==> config.mk <==
export PLATFORM = sky130hd
export DESIGN_NAME = mem_access_stage_flat
export DESIGN_NICKNAME = d
export VERILOG_FILES = /design/src/rtl/mem_access_stage_if.sv /design/src/rtl/mem_access_stage.sv /design/src/flat_wrapper.sv
export SDC_FILE = /design/constraint.sdc
export NUM_CORES = 1
export LEC_CHECK = 0
export ABC_AREA = 1
export CAP_MARGIN = 10
export CORE_MARGIN = 4
export CORE_UTILIZATION = 40
export CTS_CLUSTER_SIZE = 24
export DETAILED_ROUTE_END_ITERATION = 10
export GPL_TIMING_DRIVEN = 0
export PLACE_DENSITY = 0.82
export SYNTH_ARGS = -nofsm -noshare
export SYNTH_HDL_FRONTEND = slang
export SYNTH_SLANG_ARGS = --single-unit
==> constraint.sdc <==
create_clock -name clk -period 2.2 [get_ports clk]
set_clock_uncertainty 0.15 [all_clocks]
set_input_delay 0.44 -clock clk [delete_from_list [all_inputs] [get_ports clk]]
set_output_delay 0.44 -clock clk [all_outputs]
set_load 0.1 [all_outputs]
==> src/rtl/mem_access_stage_if.sv <==
// Data-memory request/ready bus between the MEM stage (master) and the data memory (slave).
`timescale 1ns/1ps
interface mem_access_stage_if #(
    parameter int ADDR_WIDTH = 32,
    parameter int DATA_WIDTH = 32
);
    logic                  req;
    logic                  we;
    logic [ADDR_WIDTH-1:0] addr;
    logic [DATA_WIDTH-1:0] wdata;
    logic [3:0]            be;
    logic                  ready;
    logic [DATA_WIDTH-1:0] rdata;

    modport master (
        output req, we, addr, wdata, be,
        input  ready, rdata
    );

    modport slave (
        input  req, we, addr, wdata, be,
        output ready, rdata
    );
endinterface

==> src/rtl/mem_access_stage.sv <==
// RV32I MEM stage: formats stores, extends loads, and stalls the pipeline until the
// data-memory bus completes the access.
`timescale 1ns/1ps
module mem_access_stage #(
    parameter int DATA_WIDTH = 32,
    parameter int ADDR_WIDTH = 32
) (
    input  logic                  clk,
    input  logic                  rst,
    input  logic                  reg_wem,
    input  logic [2:0]            opm,
    input  logic                  mem_wem,
    input  logic [4:0]            rdm,
    input  logic [ADDR_WIDTH-1:0] pcnm,
    input  logic [DATA_WIDTH-1:0] alu_resultm,
    input  logic [DATA_WIDTH-1:0] rd2_turem,
    input  logic [1:0]            wb_ctrm,
    mem_access_stage_if.master    dmem,
    output logic                  stall_mem,
    output logic                  misalign_exc,
    output logic                  reg_wew,
    output logic [4:0]            rdw,
    output logic [ADDR_WIDTH-1:0] pcnw,
    output logic [DATA_WIDTH-1:0] alu_resultw,
    output logic [DATA_WIDTH-1:0] mem_rdataw,
    output logic [1:0]            wb_ctrw
);

    typedef enum logic [1:0] {IDLE, REQ, RESP} state_t;

    state_t                state, state_next;
    logic                  load, access, misaligned, start;
    logic [1:0]            offset;
    logic [3:0]            st_be;
    logic [DATA_WIDTH-1:0] st_wdata;

    logic [ADDR_WIDTH-1:0] addr_q;
    logic                  we_q;
    logic [DATA_WIDTH-1:0] wdata_q;
    logic [3:0]            be_q;
    logic [2:0]            op_q;
    logic [1:0]            offset_q;
    logic [DATA_WIDTH-1:0] ld_data;

    function automatic logic [31:0] extend_load(input logic [2:0]  op,
                                                input logic [1:0]  off,
                                                input logic [31:0] word);
        logic [7:0]  b;
        logic [15:0] h;
        b = word[{off, 3'b000} +: 8];
        h = off[1] ? word[31:16] : word[15:0];
        case (op)
            3'b000:  return {{24{b[7]}}, b};
            3'b001:  return {{16{h[15]}}, h};
            3'b100:  return {24'b0, b};
            3'b101:  return {16'b0, h};
            default: return word;
        endcase
    endfunction

    assign offset = alu_resultm[1:0];

    // Access decode, alignment check and store lane formatting.
    // NOTE: every always_comb output gets a default first so no path can infer a latch.
    always_comb begin
        load       = (wb_ctrm == 2'b01) && !mem_wem;
        access     = mem_wem || load;
        misaligned = 1'b0;
        st_be      = 4'b1111;
        st_wdata   = rd2_turem;
        case (opm[1:0])
            2'b01:   misaligned = offset[0];
            2'b10:   misaligned = |offset;
            default: misaligned = 1'b0;
        endcase
        if (mem_wem) begin
            case (opm)
                3'b000: begin
                    st_be    = 4'b0001 << offset;
                    st_wdata = {4{rd2_turem[7:0]}};
                end
                3'b001: begin
                    st_be    = 4'b0011 << {offset[1], 1'b0};
                    st_wdata = {2{rd2_turem[15:0]}};
                end
                default: begin
                    st_be    = 4'b1111;
                    st_wdata = rd2_turem;
                end
            endcase
        end
    end

    always_comb begin
        state_next = state;
        start      = 1'b0;
        case (state)
            IDLE: if (access && !misaligned) begin
                start      = 1'b1;
                state_next = REQ;
            end
            REQ:     if (dmem.ready) state_next = RESP;
            RESP:    state_next = IDLE;
            default: state_next = IDLE;
        endcase
    end

    // NOTE: sequential state uses non-blocking assignments so all registers update together.
    always_ff @(posedge clk) begin
        if (rst) begin
            state    <= IDLE;
            addr_q   <= '0;
            we_q     <= 1'b0;
            wdata_q  <= '0;
            be_q     <= 4'b0000;
            op_q     <= 3'b000;
            offset_q <= 2'b00;
            ld_data  <= '0;
        end else begin
            state <= state_next;
            if (start) begin
                addr_q   <= {alu_resultm[ADDR_WIDTH-1:2], 2'b00};
                we_q     <= mem_wem;
                wdata_q  <= st_wdata;
                be_q     <= st_be;
                op_q     <= opm;
                offset_q <= offset;
            end
            // Only loads refresh ld_data; a store leaves the last loaded value in place.
            if (state == REQ && dmem.ready && !we_q)
                ld_data <= extend_load(op_q, offset_q, dmem.rdata);
        end
    end

    assign dmem.req   = (state == REQ);
    assign dmem.we    = we_q;
    assign dmem.addr  = addr_q;
    assign dmem.wdata = wdata_q;
    assign dmem.be    = be_q;

    assign misalign_exc = access && misaligned;
    assign stall_mem    = access && !misaligned && (state != RESP);
    assign reg_wew      = reg_wem && !misalign_exc && !stall_mem;
    assign mem_rdataw   = (state == RESP) ? ld_data : '0;

    assign rdw         = rdm;
    assign pcnw        = pcnm;
    assign alu_resultw = alu_resultm;
    assign wb_ctrw     = wb_ctrm;

endmodule

==> src/flat_wrapper.sv <==
// flat-port wrapper written by rule: the top's interface ports become plain ports
module mem_access_stage_flat 
#(
    parameter int DATA_WIDTH = 32,
    parameter int ADDR_WIDTH = 32
)
  (clk, rst, reg_wem, opm, mem_wem, rdm, pcnm, alu_resultm, rd2_turem, wb_ctrm, stall_mem, misalign_exc, reg_wew, rdw, pcnw, alu_resultw, mem_rdataw, wb_ctrw, dmem_req, dmem_we, dmem_addr, dmem_wdata, dmem_be, dmem_ready, dmem_rdata);
  mem_access_stage_if #(.ADDR_WIDTH(ADDR_WIDTH), .DATA_WIDTH(DATA_WIDTH)) dmem_i ();
  input  logic clk;
  input  logic rst;
  input  logic reg_wem;
  input  logic [2:0] opm;
  input  logic mem_wem;
  input  logic [4:0] rdm;
  input  logic [ADDR_WIDTH-1:0] pcnm;
  input  logic [DATA_WIDTH-1:0] alu_resultm;
  input  logic [DATA_WIDTH-1:0] rd2_turem;
  input  logic [1:0] wb_ctrm;
  output logic stall_mem;
  output logic misalign_exc;
  output logic reg_wew;
  output logic [4:0] rdw;
  output logic [ADDR_WIDTH-1:0] pcnw;
  output logic [DATA_WIDTH-1:0] alu_resultw;
  output logic [DATA_WIDTH-1:0] mem_rdataw;
  output logic [1:0] wb_ctrw;
  output wire logic [$bits(dmem_i.req)-1:0] dmem_req;
  output wire logic [$bits(dmem_i.we)-1:0] dmem_we;
  output wire logic [$bits(dmem_i.addr)-1:0] dmem_addr;
  output wire logic [$bits(dmem_i.wdata)-1:0] dmem_wdata;
  output wire logic [$bits(dmem_i.be)-1:0] dmem_be;
  input wire logic [$bits(dmem_i.ready)-1:0] dmem_ready;
  input wire logic [$bits(dmem_i.rdata)-1:0] dmem_rdata;
  assign dmem_req = dmem_i.req;
  assign dmem_we = dmem_i.we;
  assign dmem_addr = dmem_i.addr;
  assign dmem_wdata = dmem_i.wdata;
  assign dmem_be = dmem_i.be;
  assign dmem_i.ready = dmem_ready;
  assign dmem_i.rdata = dmem_rdata;
  mem_access_stage #(.DATA_WIDTH(DATA_WIDTH), .ADDR_WIDTH(ADDR_WIDTH)) u_core (.clk(clk), .rst(rst), .reg_wem(reg_wem), .opm(opm), .mem_wem(mem_wem), .rdm(rdm), .pcnm(pcnm), .alu_resultm(alu_resultm), .rd2_turem(rd2_turem), .wb_ctrm(wb_ctrm), .dmem(dmem_i), .stall_mem(stall_mem), .misalign_exc(misalign_exc), .reg_wew(reg_wew), .rdw(rdw), .pcnw(pcnw), .alu_resultw(alu_resultw), .mem_rdataw(mem_rdataw), .wb_ctrw(wb_ctrw));
endmodule
==> summary.md <==
| Metric | Value |
|---|---|
| Clock-pin slew on the worst setup and hold paths | `0.07 ns` |
| Die width | `129 um` |
| Ys Warns | `0` |
| DRT antenna net count | `0` |
| Met3 WL | `2110 um` |
| # rows | `43` |
| Fillers | `1212` |
| Most frequent cells in the layout | `nand2_1, a21oi_1, dfxtp_1, clkdlybuf4s50_1, buf_4` |
| Critical path peak fanout | `2` |
| I/O pin count | `319` |
| Area Overhead vs Synth | `66.4%` |
| Number of global-route vias before repair | `6415` |
| Slew Limit Fails | `0` |
| Count of different cell masters after synthesis | `25` |
| Netlist Area Pre-Place | `5820 um2` |
| CTS tree | `done` |
| First-pass GRT wire length | `34000 um` |
| Total CTS buffers | `9` |
| WP data required | `1.61 ns` |
| Layout cells sized above 1 | `22.9%` |
| Global-route congestion overflow total | `0` |
| Number of cells in the finished layout apart from fillers | `1374` |
| First DRT Iteration DRCs | `522` |
| Initial antenna violation count | `0` |
| Avg Cell Area, Syn | `6.51 um2` |
| CP cell instances | `clkdlybuf4s50_1, buf_4, clkdlybuf4s15_2` |
| FF+latch count, synth | `106` |
| Post-Route WL | `22300 um` |
| CTS Root Buffer Type | `clkbuf_16` |
| Largest net degree at the start of global routing | `19` |
| Vias per cell | `4.84` |
| Power density over cell area | `715 nW/um2` |
| Hold Vio Cnt, Final | `0` |
| Die H | `129 um` |
| Pleak | `4.44 nW` |
| DR pass1 iterations | `5` |
| CP max stage delay | `0.54 ns` |
| Initial Utilization | `41.4%` |
| IO buf count | `278` |
| CTS hold repair buffers | `0` |
| GP Congestion | `0.983` |
| Final Critical Period | `2.20 ns` |
| Final setup vio count | `0` |
| DR vias | `6651` |
| Residual DRC | `0` |
| DIE AREA | `16500 um2` |
| Met2 Routed Length | `11000 um` |
| Clock sinks | `106` |
| HP Class | `input port to register` |
| Nets | `1335` |
| Register area share after synthesis | `36.5%` |
| Wirelength per Cell | `16.2 um` |
| Skew-Pair Late Insertion Delay | `0.35 ns` |
| Final Cycle Share | `99.8%` |
| Mapped Cells | `894` |
| Ys flop type | `dfxtp_1` |
| Status | `completed` |
| Dpl cells | `1353` |
| Buf+Inv Stages, Crit Path | `3` |
| Setup CP Type | `input port to output port` |
| H-tree depth | `3` |
| Top Layer Used | `met4` |
| Worst-Margin Slew | `1.03 ns` |
| Startpoint types | `input port` |
| Number of max-cap violations | `0` |
| Top delay family on crit path | `buffers and inverters` |
| Antenna cell count | `0` |
| WL met1 | `8710 um` |
| Hold WS | `0.257 ns` |
| GRT Total Usage | `26.1%` |
| Slew headroom | `31.9%` |
| Crit-path slowest cell | `clkdlybuf4s15_2` |
| Peak VDD IR | `0.639 mV` |
| Core area | `14000 um2` |
| RSZ-0062 raised after global routing | `true` |
| HPWL after DPL | `17400 um` |
| FFs w/ async S/R, synth | `0%` |
| Number of enable flip-flop cells after synthesis | `0` |
| Worst Path Arrival | `1.61 ns` |
| Fmax | `455 MHz` |
| Clk buf depth | `2` |
| Critical Path Sink Type | `output port` |
| Commonest non-fill, non-tap cell in the layout | `nand2_1` |
| Power, Total | `6.92 mW` |
## layout make-up
type | instances | area (um2) | share of cell area [%]
clock buffer | 9 | 225 | 2.33
sequential | 106 | 2130 | 22.0
clock inverter | 7 | 77.6 | 0.801
inverter | 91 | 369 | 3.81
tap | 180 | 225 | 2.33
timing repair buffer | 284 | 2920 | 30.1
buffer | 123 | 866 | 8.94
multi-input combinational | 574 | 2870 | 29.7
## power breakdown
group | internal (mW) | switching, mW | total (mW) | leakage (nW)
Sequential | 2.09 | 0.0870 | 2.18 | 0.872
Combinational | 0.781 | 2.29 | 3.07 | 3.43
Clock | 0.894 | 0.781 | 1.68 | 0.146
Total | 3.76 | 3.16 | 6.92 | 4.44
## final timing paths
| check | cells past startpoint | endpoint | slack [ns] | startpoint |
|---|---|---|---|---|
| worst max-delay path | 3 | alu_resultw[28] | 0.003 | alu_resultm[28] |
| worst min register to register | 2 | u_core.dmem.addr[19]$_SDFFE_PP0P_ | 0.31 | u_core.dmem.addr[19]$_SDFFE_PP0P_ |
| worst min-delay path | 3 | u_core.op_q[1]$_SDFFE_PP0P_ | 0.26 | opm[1] |
| worst max register to register | 9 | u_core.ld_data[26]$_SDFFE_PP0P_ | 0.35 | u_core.offset_q[1]$_SDFFE_PP0P_ |
## flip-flops by register name (all words and copies together), names as in the netlist
register,flops
u_core.offset_q,2
u_core.op_q,3
u_core.dmem.addr,30
u_core.ld_data,32
u_core.dmem.be,4
u_core.dmem.wdata,32
u_core.dmem.we,1
u_core.state,2
## cells in the mapped netlist, types with 7 or more instances
cell	n	area share (%)
nand2_1	262	17
a21oi_1	114	9.8
clkbuf_1	23	1.5
nand3_1	24	2.1
o21bai_1	7	0.90
inv_1	87	5.6
buf_2	17	1.5
or2_2	7	0.75
dfxtp_1	106	36
nand4_1	10	1.1
o21ai_0	60	5.2
nor2_1	70	4.5
buf_4	80	10
## layer usage
layer / up-vias / GRT usage, %
li1: 3326 / -
met1: 3003 / 31.4
met2: 291 / 44.6
met3: 31 / 8.88
met4: 0 / 7.16
met5: - / 0
## logic make-up after synthesis
| kind of cell | count (synthesis) | synth area share, % |
|---|---|---|
| AND/OR/NAND/NOR | 383 | 26.5 |
| buffers and inverters | 215 | 19.9 |
| AO/OA/AOI/OAI | 186 | 16.4 |
| flip-flops | 106 | 36.5 |
| adder cells (fa/ha/maj) | 3 | 0.645 |
| other | 1 | 0.0645 |
## worst register-to-register path, cell delays in order, from the launching register on
cell and delay, ns:
dfxtp_1 0.35, inv_2 0.16, nand2_1 0.09, nand3_1 0.07, nand2_1 0.08, nand2_2 0.19, nand2_1 0.21, buf_2 0.23
o21ai_0 0.17, inv_1 0.05
## metrics by stage
step	util [%]	TNS, ns	worst slack (ns)	area, um2
after floorplan	-	-1.93	-0.411	6160
after global placement	65.3	-85.67	-1.63	9170
after detailed placement	65.3	-88.53	-1.64	9170
after CTS	68.1	-0.194	-0.194	9560
after global routing	68.9	-0.0877	-0.0631	9680
final	68.9	0	0.00338	9680
## timing repair
item | CTS | global route
gates cloned | 0 | 1
gates resized for setup | 519 | 80
pin swaps | 2 | 7
hold endpoints to repair | 0 | 0
buffers inserted | 1 | 4
endpoints found under the setup margin | 239 | 74
(Power assumes the default switching activity.)
